## src/rtl/config_cmd_initiator.sv

```systemverilog
`default_nettype none
// ============================================================================
// Module      : config_cmd_initiator
// Description : Host-side initiator for the chip configuration protocol.
//               Accepts one write/read command at a time, builds the
//               WIDTH-1 bit packet for the tx UART, then for reads collects
//               matching replies from the rx UART.
// Ports       : clk, reset_n (async, active low)
//               cmd_valid/cmd_ready/cmd_write/cmd_chip_id/cmd_addr/cmd_wdata
//                 - command handshake and fields
//               tx_data/ld_tx_data/tx_busy - tx UART side
//               rx_data/rx_data_flag       - rx UART side
//               rsp_valid/rsp_chip_id/rsp_data - per-reply pulse and payload
//               cmd_done/rsp_timeout       - completion pulse and qualifier
//               busy                       - high outside IDLE
// Revision    : 1.0 - initial release
// ============================================================================
module config_cmd_initiator #(
  parameter int         WIDTH          = 64,
  parameter logic [7:0] GLOBAL_ID      = 8'd255,
  parameter int         TIMEOUT_CYCLES = 1023
) (
  input  logic             clk,
  input  logic             reset_n,
  input  logic             cmd_valid,
  output logic             cmd_ready,
  input  logic             cmd_write,
  input  logic [7:0]       cmd_chip_id,
  input  logic [7:0]       cmd_addr,
  input  logic [7:0]       cmd_wdata,
  output logic [WIDTH-2:0] tx_data,
  output logic             ld_tx_data,
  input  logic             tx_busy,
  input  logic [WIDTH-2:0] rx_data,
  input  logic             rx_data_flag,
  output logic             rsp_valid,
  output logic [7:0]       rsp_chip_id,
  output logic [7:0]       rsp_data,
  output logic             cmd_done,
  output logic             rsp_timeout,
  output logic             busy
);

  localparam int PW  = WIDTH - 1;
  // The counter never needs to exceed TIMEOUT_CYCLES-1.
  localparam int TCW = (TIMEOUT_CYCLES > 1) ? $clog2(TIMEOUT_CYCLES) : 1;
  localparam logic [TCW-1:0] TC_LAST = TCW'(TIMEOUT_CYCLES - 1);

  typedef enum logic [2:0] {
    S_IDLE     = 3'd0,
    S_SEND     = 3'd1,
    S_TX_START = 3'd2,
    S_TX_DRAIN = 3'd3,
    S_REPLY    = 3'd4,
    S_DONE     = 3'd5
  } state_t;

  state_t           r_state, w_state_nxt;

  logic             r_cmd_write;
  logic             r_cmd_global;
  logic [7:0]       r_cmd_chip_id;
  logic [7:0]       r_cmd_addr;
  logic [TCW-1:0]   r_tcnt;
  logic [7:0]       r_rsp_count;
  logic             r_flag_d;

  logic             r_cmd_ready;
  logic [PW-1:0]    r_tx_data;
  logic             r_ld_tx_data;
  logic             r_rsp_valid;
  logic [7:0]       r_rsp_chip_id;
  logic [7:0]       r_rsp_data;
  logic             r_cmd_done;
  logic             r_rsp_timeout;
  logic             r_busy;

  logic [PW-1:0]    w_packet;
  logic             w_new_word;
  logic             w_id_ok;
  logic             w_match;
  logic             w_tmo;
  logic             w_tcnt_on;
  logic             w_latch;
  logic [PW-1:0]    w_tx_data;
  logic             w_ld_tx_data;
  logic             w_rsp_valid;
  logic [7:0]       w_rsp_chip_id;
  logic [7:0]       w_rsp_data;
  logic             w_cmd_done;
  logic             w_rsp_timeout;
  logic [7:0]       w_rsp_count;
  logic [7:0]       w_rsp_count_inc;
  logic             w_unused_rx;

  // Reserved reply bits carry nothing the initiator uses.
  assign w_unused_rx = ^rx_data[PW-2:26];

  // Command packet built straight from the request fields on accept.
  always_comb begin
    w_packet        = '0;
    w_packet[1:0]   = cmd_write ? 2'b10 : 2'b11;
    w_packet[9:2]   = cmd_chip_id;
    w_packet[17:10] = cmd_addr;
    w_packet[25:18] = cmd_write ? cmd_wdata : 8'd0;
  end

  // A level flag held high must count as a single word.
  assign w_new_word = rx_data_flag & ~r_flag_d;
  assign w_id_ok    = r_cmd_global | (rx_data[9:2] == r_cmd_chip_id);
  assign w_match    = w_new_word & rx_data[PW-1] & (rx_data[1:0] == 2'b11) &
                      (rx_data[17:10] == r_cmd_addr) & w_id_ok;

  assign w_tmo     = (r_tcnt == TC_LAST);
  assign w_tcnt_on = (r_state == S_SEND) || (r_state == S_TX_START) ||
                     (r_state == S_TX_DRAIN) || (r_state == S_REPLY);
  assign w_rsp_count_inc = (r_rsp_count == 8'hFF) ? r_rsp_count : r_rsp_count + 8'd1;

  always_comb begin
    w_state_nxt   = r_state;
    w_latch       = 1'b0;
    w_tx_data     = r_tx_data;
    w_ld_tx_data  = 1'b0;
    w_rsp_valid   = 1'b0;
    w_rsp_chip_id = r_rsp_chip_id;
    w_rsp_data    = r_rsp_data;
    w_cmd_done    = 1'b0;
    w_rsp_timeout = 1'b0;
    w_rsp_count   = r_rsp_count;
    case (r_state)
      S_IDLE: begin
        if (cmd_valid && r_cmd_ready) begin
          w_latch     = 1'b1;
          w_tx_data   = w_packet;
          w_rsp_count = 8'd0;
          w_state_nxt = S_SEND;
        end
      end
      S_SEND: begin
        if (!tx_busy) begin
          w_ld_tx_data = 1'b1;
          w_state_nxt  = S_TX_START;
        end else if (w_tmo) begin
          w_cmd_done    = 1'b1;
          w_rsp_timeout = 1'b1;
          w_state_nxt   = S_IDLE;
        end
      end
      S_TX_START: begin
        if (tx_busy) begin
          w_state_nxt = S_TX_DRAIN;
        end else if (w_tmo) begin
          w_cmd_done    = 1'b1;
          w_rsp_timeout = 1'b1;
          w_state_nxt   = S_IDLE;
        end
      end
      S_TX_DRAIN: begin
        if (!tx_busy) begin
          w_rsp_count = 8'd0;
          w_state_nxt = r_cmd_write ? S_DONE : S_REPLY;
        end else if (w_tmo) begin
          w_cmd_done    = 1'b1;
          w_rsp_timeout = 1'b1;
          w_state_nxt   = S_IDLE;
        end
      end
      S_REPLY: begin
        // A match coinciding with the timeout is still taken.
        if (w_match) begin
          w_rsp_valid   = 1'b1;
          w_rsp_chip_id = rx_data[9:2];
          w_rsp_data    = rx_data[25:18];
          if (!r_cmd_global) begin
            w_cmd_done  = 1'b1;
            w_state_nxt = S_IDLE;
          end else begin
            w_rsp_count = w_rsp_count_inc;
            if (w_tmo) begin
              w_cmd_done  = 1'b1;
              w_state_nxt = S_IDLE;
            end
          end
        end else if (w_tmo) begin
          // For a broadcast read that collected replies, the timeout is
          // simply the end of the collection window.
          w_cmd_done    = 1'b1;
          w_rsp_timeout = ~(r_cmd_global && (r_rsp_count != 8'd0));
          w_state_nxt   = S_IDLE;
        end
      end
      S_DONE: begin
        w_cmd_done  = 1'b1;
        w_state_nxt = S_IDLE;
      end
      default: begin
        w_state_nxt = S_IDLE;
      end
    endcase
  end

  always_ff @(posedge clk or negedge reset_n) begin
    if (!reset_n) begin
      r_state <= S_IDLE;
    end else begin
      r_state <= w_state_nxt;
    end
  end

  always_ff @(posedge clk or negedge reset_n) begin
    if (!reset_n) begin
      r_cmd_write   <= 1'b0;
      r_cmd_global  <= 1'b0;
      r_cmd_chip_id <= 8'd0;
      r_cmd_addr    <= 8'd0;
      r_tcnt        <= '0;
      r_rsp_count   <= 8'd0;
      r_flag_d      <= 1'b0;
      r_cmd_ready   <= 1'b1;
      r_tx_data     <= '0;
      r_ld_tx_data  <= 1'b0;
      r_rsp_valid   <= 1'b0;
      r_rsp_chip_id <= 8'd0;
      r_rsp_data    <= 8'd0;
      r_cmd_done    <= 1'b0;
      r_rsp_timeout <= 1'b0;
      r_busy        <= 1'b0;
    end else begin
      if (w_latch) begin
        r_cmd_write   <= cmd_write;
        r_cmd_global  <= (cmd_chip_id == GLOBAL_ID);
        r_cmd_chip_id <= cmd_chip_id;
        r_cmd_addr    <= cmd_addr;
      end
      if (w_state_nxt != r_state) begin
        r_tcnt <= '0;
      end else if (w_tcnt_on) begin
        r_tcnt <= r_tcnt + 1'b1;
      end
      r_rsp_count   <= w_rsp_count;
      r_flag_d      <= rx_data_flag;
      r_cmd_ready   <= (w_state_nxt == S_IDLE);
      r_busy        <= (w_state_nxt != S_IDLE);
      r_tx_data     <= w_tx_data;
      r_ld_tx_data  <= w_ld_tx_data;
      r_rsp_valid   <= w_rsp_valid;
      r_rsp_chip_id <= w_rsp_chip_id;
      r_rsp_data    <= w_rsp_data;
      r_cmd_done    <= w_cmd_done;
      r_rsp_timeout <= w_rsp_timeout;
    end
  end

  assign cmd_ready   = r_cmd_ready;
  assign tx_data     = r_tx_data;
  assign ld_tx_data  = r_ld_tx_data;
  assign rsp_valid   = r_rsp_valid;
  assign rsp_chip_id = r_rsp_chip_id;
  assign rsp_data    = r_rsp_data;
  assign cmd_done    = r_cmd_done;
  assign rsp_timeout = r_rsp_timeout;
  assign busy        = r_busy;

endmodule
`default_nettype wire

```

## config.mk

```make
export PLATFORM = sky130hd
export DESIGN_NAME = config_cmd_initiator
export DESIGN_NICKNAME = d
export VERILOG_FILES = /design/src/rtl/config_cmd_initiator.sv
export SDC_FILE = /design/constraint.sdc
export NUM_CORES = 1
export LEC_CHECK = 0
export BUFFER_PORTS_ARGS = -buffer_cell sky130_fd_sc_hd__buf_2
export CAP_MARGIN = 20
export CORE_MARGIN = 1.5
export CORE_UTILIZATION = 41
export CTS_CLUSTER_DIAMETER = 50
export DETAILED_ROUTE_END_ITERATION = 16
export PLACE_DENSITY = 0.83
export SLEW_MARGIN = 20
export SYNTH_ARGS = -nofsm -noshare
export SYNTH_HDL_FRONTEND = slang
export SYNTH_SLANG_ARGS = --single-unit
```

## constraint.sdc

```tcl
create_clock -name clk -period 2.6 [get_ports clk]
set_clock_uncertainty 0.15 [all_clocks]
set_input_delay 0.39 -clock clk [delete_from_list [all_inputs] [get_ports clk]]
set_output_delay 0.39 -clock clk [all_outputs]
set_load 0.05 [all_outputs]
```

======== After elaboration in Yosys (flattened, before gate mapping) ========
Index checks and enable logic that the tools add are counted.
storage, ports and cells
  memories ................................ 0
  input port bits ......................... 93
  memory bits (read-only) ................. 0
  bits in latches ......................... 0
  bits in writable memories ............... 0
  flip-flop bits (word level) ............. 88
operators by class
  divide/modulo/power cells ............... 0
  eq/ne operators ......................... 17
  reduce and logical (&&, ||, !) cells .... 15
  bitwise gates (word level) .............. 8
  add/sub/neg operators ................... 2
  $lt $le $gt $ge ......................... 0
  muxes and demuxes ....................... 34
  shifts and indexed selects .............. 0
  $mul .................................... 0
operator list
  operator                                       count
  2-to-1 mux 8 bit                               6
  case mux 8 bit (3 select lines)                1
  2-to-1 mux 3 bit                               7
  2-to-1 mux 10 bit                              2
  == test 8 bit                                  2
  == test 8 bit, second input constant           2
  2-to-1 mux 1 bit                               15
  case mux 3 bit (5 select lines)                1
  adder 10 x 1 -> 10 bit, second input constant  1
  == test 10 bit, second input constant          1
  != test 2 bit, second input constant           5
  adder 8 x 1 -> 8 bit, second input constant    1
  nonzero test 8 bit                             1
  == test 3 x 2 -> 1 bit, second input constant  2
  == test 3 bit, second input constant           2
  logical NOT 3 bit                              2
  AND reduction 6 bit                            1
  nonzero test 3 bit                             2
  AND 1 bit                                      5
  case mux 1 bit (4 select lines)                1
  AND reduction 2 bit                            2
  == test 3 x 1 -> 1 bit, second input constant  1
  logical OR 1 bit                               3
  != test 3 bit                                  1
  other kinds (7)                                9

======== Depth between registers and ports, before layout ========
Gate-level depths: netlist (run 1).
  word-level depth ........................ 10
  depth in mapped cells ................... 8
  gate-level depth less buffers ........... 7

======== Worst setup path before layout (run 1) ========
Ideal clock, no wire load.
  kind .................................... register to register
  start ................................... reg r_cmd_addr[4]
  end ..................................... reg r_rsp_data[0], in the netlist rsp_data[0]
  path buffers ............................ 0
  clock period less this slack ............ 2.554 ns
  slack ................................... 0.046 ns
  arrival time ............................ 2.279 ns
  library setup time ...................... 0.125 ns
  data required time ...................... 2.325 ns
  stages on the path, launching flop included .. 7
  cells stage by stage .................... dfrtp_1 xnor2_1 nand2_1 or4_1 or3_4 inv_2 mux2_2
on the way
  longest elaborated chain between the ends .. 4
ends and longest elaborated chain
  what                                  RTL line  source
  start, declared                       63        logic [7:0] r_cmd_addr;
  start signal, assigned                233       r_cmd_addr <= cmd_addr;
  == test 8 bit                         112       (rx_data[17:10] == r_cmd_addr) & w_id_ok;
  AND 1 bit                             111       assign w_match = w_new_word & rx_data[PW-1] & (rx_data[1:0] == 2'b11) &
  AND 1 bit                             112
  AND reduction 2 bit (no source line)  --
  end signal, assigned                  248       r_rsp_data <= w_rsp_data;
  end, declared                         73        logic [7:0] r_rsp_data;
Every way passes these cells.
A chain may end at the register's enable or synchronous reset.

==> key figures, run 1 <==
Die
  • Core area: 8850 um^2
  • Die W: between 90 and 100 um
  • Die height: approximately 99 um
  • Die area: approximately 9800 um^2
  • Top-level I/O count: approximately 180
  • Initial Util: 0.427
  • Row count: 34

Logic synthesis
  • Post-synthesis sequential area ratio: 0.477
  • Synth area leader: dfrtp_1
  • Count leader, synth: nand2_1
  • Synth cell count leaders: 82 x nand2_1, 71 x dfrtp_1, 37 x buf_4, 19 x xnor2_1, 16 x nand3_1
  • Synth Instances: roughly 390
  • Yosys warns: 0
  • #FFs+latches synth: 72
  • EDFF count, synth: 0
  • Top post-synthesis cells by area: dfrtp_1 47%, nand2_1 8.1%, buf_4 7.3%
  • Yosys top cell area share: 0.470
  • Post-synth cell types: between 40 and 50
  • Syn Area/Cell: about 9.8 um^2
  • Async set-or-reset flop fraction in the synthesized netlist: 1.00
  • Top_reg_cell synth: dfrtp_1
  • Mapped Area: around 3800 um^2

Setup path
  • Critical path arrival: 2.54 ns
  • Startpoint type of the worst setup path: flip-flop
  • Critical Path RT: ~2.7 ns
  • CP max stage delay: between 0.4 and 0.5 ns
  • Crit path kind: reg -> reg
  • Worst R2R Path Depth: 6
  • Reg2reg end: rsp_data[2]
  • Crit-path cells: xnor2_1 > nand4_1 > or4_1 > or3_4 > inv_2 > mux2_2
  • Critical path capture point type: flip-flop
  • R2r setup slk: approximately 0.15 ns
  • Origin of the critical flop-to-flop path: tx_data[17]
  • Worst-path cell with the longest stage delay: or4_1
  • CP max FO: 9

Drt
  • DR vias: just over 3000
  • Post-route ant nets: 0
  • DRT Pass-1 Iters: 4
  • DRT iter0 DRCs: 266
  • Total Wirelength: 8560 um
  • Vias/cell: roughly 5
  • Avg WL per Cell: roughly 14 um
  • DRC: 0

GRT
  • First-pass GRT wire length: roughly 14000 um
  • Vias in the first global route: approximately 3000
  • Largest net degree at the start of global routing: 73
  • Global route total overflow: 0
  • GRT Util Overall: 0.181
  • Initial antenna violation count: 0

Finish
  • Synth-to-layout area growth: 20.9%
  • Register Area: approximately 1800 um^2
  • # fillers: just over 800
  • Area of the multi-input gates: ~1800 um^2
  • Finished Cell Area: around 4600 um^2
  • Layout cells sized above 1: 0.317
  • # nets final: ~600
  • Ant diodes: 0

Clock network
  • Max H-tree Level: 3
  • CTS Buffer Depth: 2
  • Worst-Skew Late Latency: approximately 0.34 ns
  • TritonCTS Sinks: between 70 and 80
  • CTS tree: yes
  • Reg clk slew, reported paths: 0.08 ns
  • Root Driver: clkbuf_8
  • CTS Buf Count: 9

Placed design
  • # port buffers: roughly 100
  • RD Place Congestion: ~0.9
  • Placed Area: ~4300 um^2
  • Final HPWL DP: around 6300 um

Min path
  • Hold-critical path endpoint: r_cmd_addr[4]
  • Hold path startpoint: cmd_addr[4]
  • Number of cells on the worst hold path: 3
  • Hold crit path type: in -> reg

Timing
  • Final Hold Slack: 0.0845 ns
  • Fin crit share: 0.944
  • RSZ-0062 raised after global routing: no
  • Worst Tran Pin Value: ~0.68 ns
  • Fin. max-slew vios: 0
  • Post-route setup TNS: 0 ns
  • Worst slew margin: 0.538
  • # setup viols final: 0
  • Fin. Hold Viols: 0
  • Fin crit period: roughly 2.5 ns
  • Fmax: roughly 410 MHz

Pwr
  • Leak: 2.35 nW
  • PD cells: a little over 1000 nW/um^2
  • Peak supply drop: between 0.6 and 0.7 mV

Status
  • Status: finished clean

Job
  • Max_cap viols: 0
-- through the flow --
stage	power [mW]	setup WS [ns]	util	std cells
after floorplan	3.21	0.0461	-	423
after global placement	3.66	0.0980	0.490	594
after detailed placement	3.73	0.0669	0.490	594
after CTS	4.71	0.133	0.515	611
after global routing	4.96	0.0365	0.517	612
final	4.68	0.145	0.517	612
-- registers in the layout, summed over array words and instances, names as in the netlist, 3 cells and up --
name,cells
r_state,3
rsp_chip_id,8
tx_data,12
r_cmd_chip_id,7
r_tcnt,10
rsp_data,8
r_cmd_addr,7
r_rsp_count,8
-- layer usage --
layer	track usage	routed length (um)	vias up	part of all wire
li1	-	-	1479	-
met1	0.236	3720	1528	0.43
met2	0.300	4300	102	0.50
met3	0.0397	407	10	0.048
met4	0.0639	138	0	0.016
met5	0	0	-	0
-- where the power goes --
group / internal [mW] / switching [mW] / total [mW] / leakage, nW
logic: 0.586 / 1.53 / 2.12 / 1.29
registers: 1.38 / 0.221 / 1.60 / 0.954
clock network: 0.541 / 0.421 / 0.962 / 0.104
total: 2.51 / 2.17 / 4.68 / 2.35
-- cell usage in the layout (no fill, tap or decap), types with 3 or more instances in the layout --
master	count
buf_2	104
nand2_1	82
dfrtp_1	71
conb_1	37
xnor2_1	19
nand3_1	16
nand4_1	13
a211oi_1	12
buf_4	11
o21ai_0	9
mux2_2	9
clkbuf_8	9
nor2_1	8
a21oi_1	8
mux2_4	8
o31ai_1	8
inv_1	6
or4_1	6
xor2_1	6
nor3_1	5
nand2b_1	4
and2_1	4
ha_1	4
nor4_1	3
and3_1	3
or2_2	3
nor2b_1	3
-- worst max-delay path, delay by kind of cell, from the launching register on --
kind,cells,cell delay (ns)
XOR/XNOR,1,0.19
buffers and inverters,1,0.16
flip-flops,1,0.41
multiplexers,1,0.36
AND/OR/NAND/NOR,3,1.09
-- worst max path at each step --
| stage | from | slack (ns) | endpoint |
|---|---|---|---|
| CTS | tx_data[17] | 0.13 | rsp_data[2] |
| global route | r_cmd_addr[4] | 0.04 | rsp_data[2] |
| finish | tx_data[17] | 0.15 | rsp_data[2] |
| floorplan | r_cmd_addr[4] | 0.05 | rsp_data[0] |
| global placement | rx_data[62] | 0.1 | rsp_data[5] |
| detailed placement | rx_data[12] | 0.07 | rsp_data[2] |
-- final cells by class --
| cell class | count | share of cell area |
|---|---|---|
| multi-input cells | 291 | 0.383 |
| inverters | 7 | 0.00575 |
| flip-flops and latches | 72 | 0.394 |
| well taps | 108 | 0.0296 |
| repair buffers | 118 | 0.141 |
| clock buffers | 11 | 0.0287 |
| clock inverters | 5 | 0.0178 |
-- cells by family after synthesis --
| family | after synthesis | share of synthesized area |
|---|---|---|
| simple gates | 160 | 0.205 |
| flops | 72 | 0.477 |
| buf+inv | 60 | 0.0982 |
| compound gates | 47 | 0.0863 |
| xor+xnor | 25 | 0.0579 |
| mux | 17 | 0.0586 |
| fa+ha+maj | 5 | 0.0159 |
| other cells | 1 | 0.000991 |
-- repair_timing --
item                                    CTS  global route
endpoints found under the setup margin    0             0
endpoints found under the hold margin    71             1
hold buffers                              1             1
buffers inserted                          0             0
gates resized for setup                   0             0
No activity file was read; power rests on OpenSTA's default activity.
==> run 2: changes to the inputs <==
- HOLD_SLACK_MARGIN: unset -> 0.02
- PLACE_DENSITY: 0.83 -> 0.72
==> run 2 against run 1 <==
  * Clock-buffer cell count unchanged
  * Hold slack got worse by 0.016 ns
  * Routed wire length increased by 0.22%
  * Design area increased by 0.93%
  * Clock power increased by 20%
  * Fmax decreased by 2.3%
  * Setup slack got worse by 0.058 ns
  * Largest power group unchanged
==> key figures, run 2 (synthesized netlist as in run 1, its figures left out) <==
Setup path
  • Startpoint type of the worst setup path: input pin
  • Critical path capture point type: flip-flop
  • Crit-path cells: dlygate4sd3_1 > buf_2 > nand4_1 > or4_1 > or3_4 > buf_6 > mux2_4
  • Critical Path RT: 2.69 ns (about the same)
  • CP top delay family: simple AND/OR/NAND/NOR gates
  • Crit path kind: in -> reg
  • Crit path buf inv count: 3 (+2)
  • CP max FO: 8 (-1)
  • Worst-path cell with the longest stage delay: or4_1
  • Critical path arrival: 2.60 ns (+0.06 ns)
  • CP max stage delay: 0.55 ns (+0.09 ns)

GRT
  • Grt met3 use: 0.0433 (+0.00355)
  • First-pass GRT wire length: 14000 um (-2.8%)
  • Initial antenna violation count: 0 (unchanged)
  • GR Layer Usage met2: 0.303 (+0.00371)
  • Met1 Use GR: 0.218 (-0.0177)
  • Largest net degree at the start of global routing: 38 (-48%)
  • Top Usage Layer GRT: met2
  • Global route total overflow: 0 (unchanged)
  • GRT Util Overall: 0.181 (about the same)
  • Vias in the first global route: 3009 (-0.56%)

Job
  • Max_cap viols: 0 (unchanged)

Timing
  • Fin crit period: 2.51 ns (+0.0581 ns)
  • Worst Tran Pin Value: 1.07 ns (+0.390 ns)
  • Setup ws final: 0.0872 ns (-0.0581 ns)
  • # setup viols final: 0 (unchanged)
  • RSZ-0062 raised after global routing: no
  • Fmax: 398 MHz (-2.3%)
  • Post-route setup TNS: 0 ns (unchanged)
  • Fin. max-slew vios: 0 (unchanged)
  • Fin. Hold Viols: 0 (unchanged)
  • Worst slew margin: 0.287 (-0.251)
  • Fin crit share: 0.966 (+0.0223)

Status
  • Status: finished clean

Finish
  • # nets final: 595 (-0.17%)
  • Flip-flop count of the largest register after layout: 12 (unchanged)
  • Final design utilization: 0.521 (+0.00481)
  • Most common cell after layout, fill and taps aside: buf_2
  • Layout cells sized above 1: 0.314 (-0.00335)
  • Most frequent cells in the layout: 104 x buf_2, 82 x nand2_1, 71 x dfrtp_1
  • Synth-to-layout area growth: 22.0%
  • Finished Cell Area: 4610 um^2 (+0.93%)
  • Ant diodes: 0 (unchanged)

Pwr
  • Leak: 2.37 nW (+0.86%)
  • PD cells: 1050 nW/um^2 (+2.5%)
  • Peak supply drop: 0.686 mV (+1.3%)

Clock network
  • CTS Buffer Depth: 2 (unchanged)
  • Root Driver: clkbuf_8
  • Max H-tree Level: 3 (unchanged)
  • TritonCTS Sinks: 72 (unchanged)
  • CTS Buf Count: 9 (unchanged)
  • Reg clk slew, reported paths: 0.08 ns (about the same)
  • Worst-Skew Late Latency: 0.35 ns (about the same)
  • CTS tree: yes

Die
  • Core area: 8850 um^2 (unchanged)
  • Die area: 9810 um^2 (unchanged)
  • Initial Util: 0.427 (unchanged)
  • Row count: 34 (unchanged)
  • Top-level I/O count: 178 (unchanged)
  • Die W: 99.1 um (unchanged)
  • Die height: 99.1 um (unchanged)

Drt
  • DR vias: 3067 (-1.7%)
  • Total Wirelength: 8580 um (+0.22%)
  • Post-route ant nets: 0 (unchanged)
  • DRC: 0 (unchanged)
  • Vias/cell: 5.02 (-1.5%)
  • DRT Pass-1 Iters: 4 (unchanged)
  • Avg WL per Cell: 14.0 um (+0.39%)
  • DRT iter0 DRCs: 125 (-53%)

Placed design
  • Final HPWL DP: 6400 um (+2.0%)
  • Worst slack at placement: 0.0188 ns (-0.0481 ns)
  • # port buffers: 104 (unchanged)
  • Placed Area: 4330 um^2 (-0.17%)
  • RD Place Congestion: 0.898 (-1.7%)

Min path
  • Hold crit path type: in -> reg
==> run 2: cell types whose count changed in the layout (fill, tap and decap cells not counted), sizes merged <==
cell,before,now
buf,116,115
clkinvlp,1,0
bufinv,2,4
clkinv,2,1
==> run 2: repair_timing <==
action	in CTS	in global routing
hold buffers	2	0
setup buffers	0	0
resized for setup	0	3
hold endpoints to repair	13	0
endpoints found under the setup margin	0	16
==> run 2: stage by stage <==
stage	std cells	hold slack [ns]	total power, mW
after floorplan	423	-0.0556	3.21
after global placement	593	0.159	3.66
after detailed placement	593	0.173	3.71
after CTS	611	0.0573	4.88
after global routing	611	0.0609	5.12
final	611	0.0682	4.84
==> run 2: per-layer routing <==
| layer | routed length, um | share of wire | vias up |
|---|---|---|---|
| li1 | - | - | 1479 |
| met1 | 3550 | 0.41 | 1467 |
| met4 | 298 | 0.035 | 0 |
| met2 | 4340 | 0.51 | 98 |
| met3 | 391 | 0.046 | 23 |
| met5 | 0 | 0 | - |
==> run 2: final timing paths <==
path	from	endpoint	slack, ns	cells past startpoint
worst min register to register	tx_data[22]	tx_data[22]	0.32	2
max in group asynchronous	reset_n	r_state[1]	1.31	3
worst max register to register	r_cmd_addr[4]	rsp_chip_id[0]	0.20	6
min in group asynchronous	reset_n	rsp_chip_id[4]	0.35	2
worst min-delay path	cmd_addr[6]	r_cmd_addr[6]	0.07	3
worst max-delay path	rx_data_flag	rsp_chip_id[0]	0.09	7
==> run 2: worst register-to-register path, stage by stage (launching register included) <==
cell and delay [ns]:
dfrtp_1 0.41, xnor2_1 0.18, nand2_1 0.14, or4_1 0.53, or3_4 0.39, buf_6 0.18, mux2_4 0.31
==> run 2: final cells by class <==
cell class	instances	area, um^2
fillers	798	4230
repair buffers	117	639
flip-flops and latches	72	1800
inverters	7	31.3
clock inverters	5	129
clock buffers	11	131
well taps	108	135
multi-input cells	291	1750
==> run 2: report_power, final <==
part / internal, mW / switching, mW / leakage [nW]
sequential: 1.38 / 0.217 / 0.954
clock: 0.737 / 0.418 / 0.128
combinational: 0.581 / 1.51 / 1.28
total: 2.70 / 2.15 / 2.37
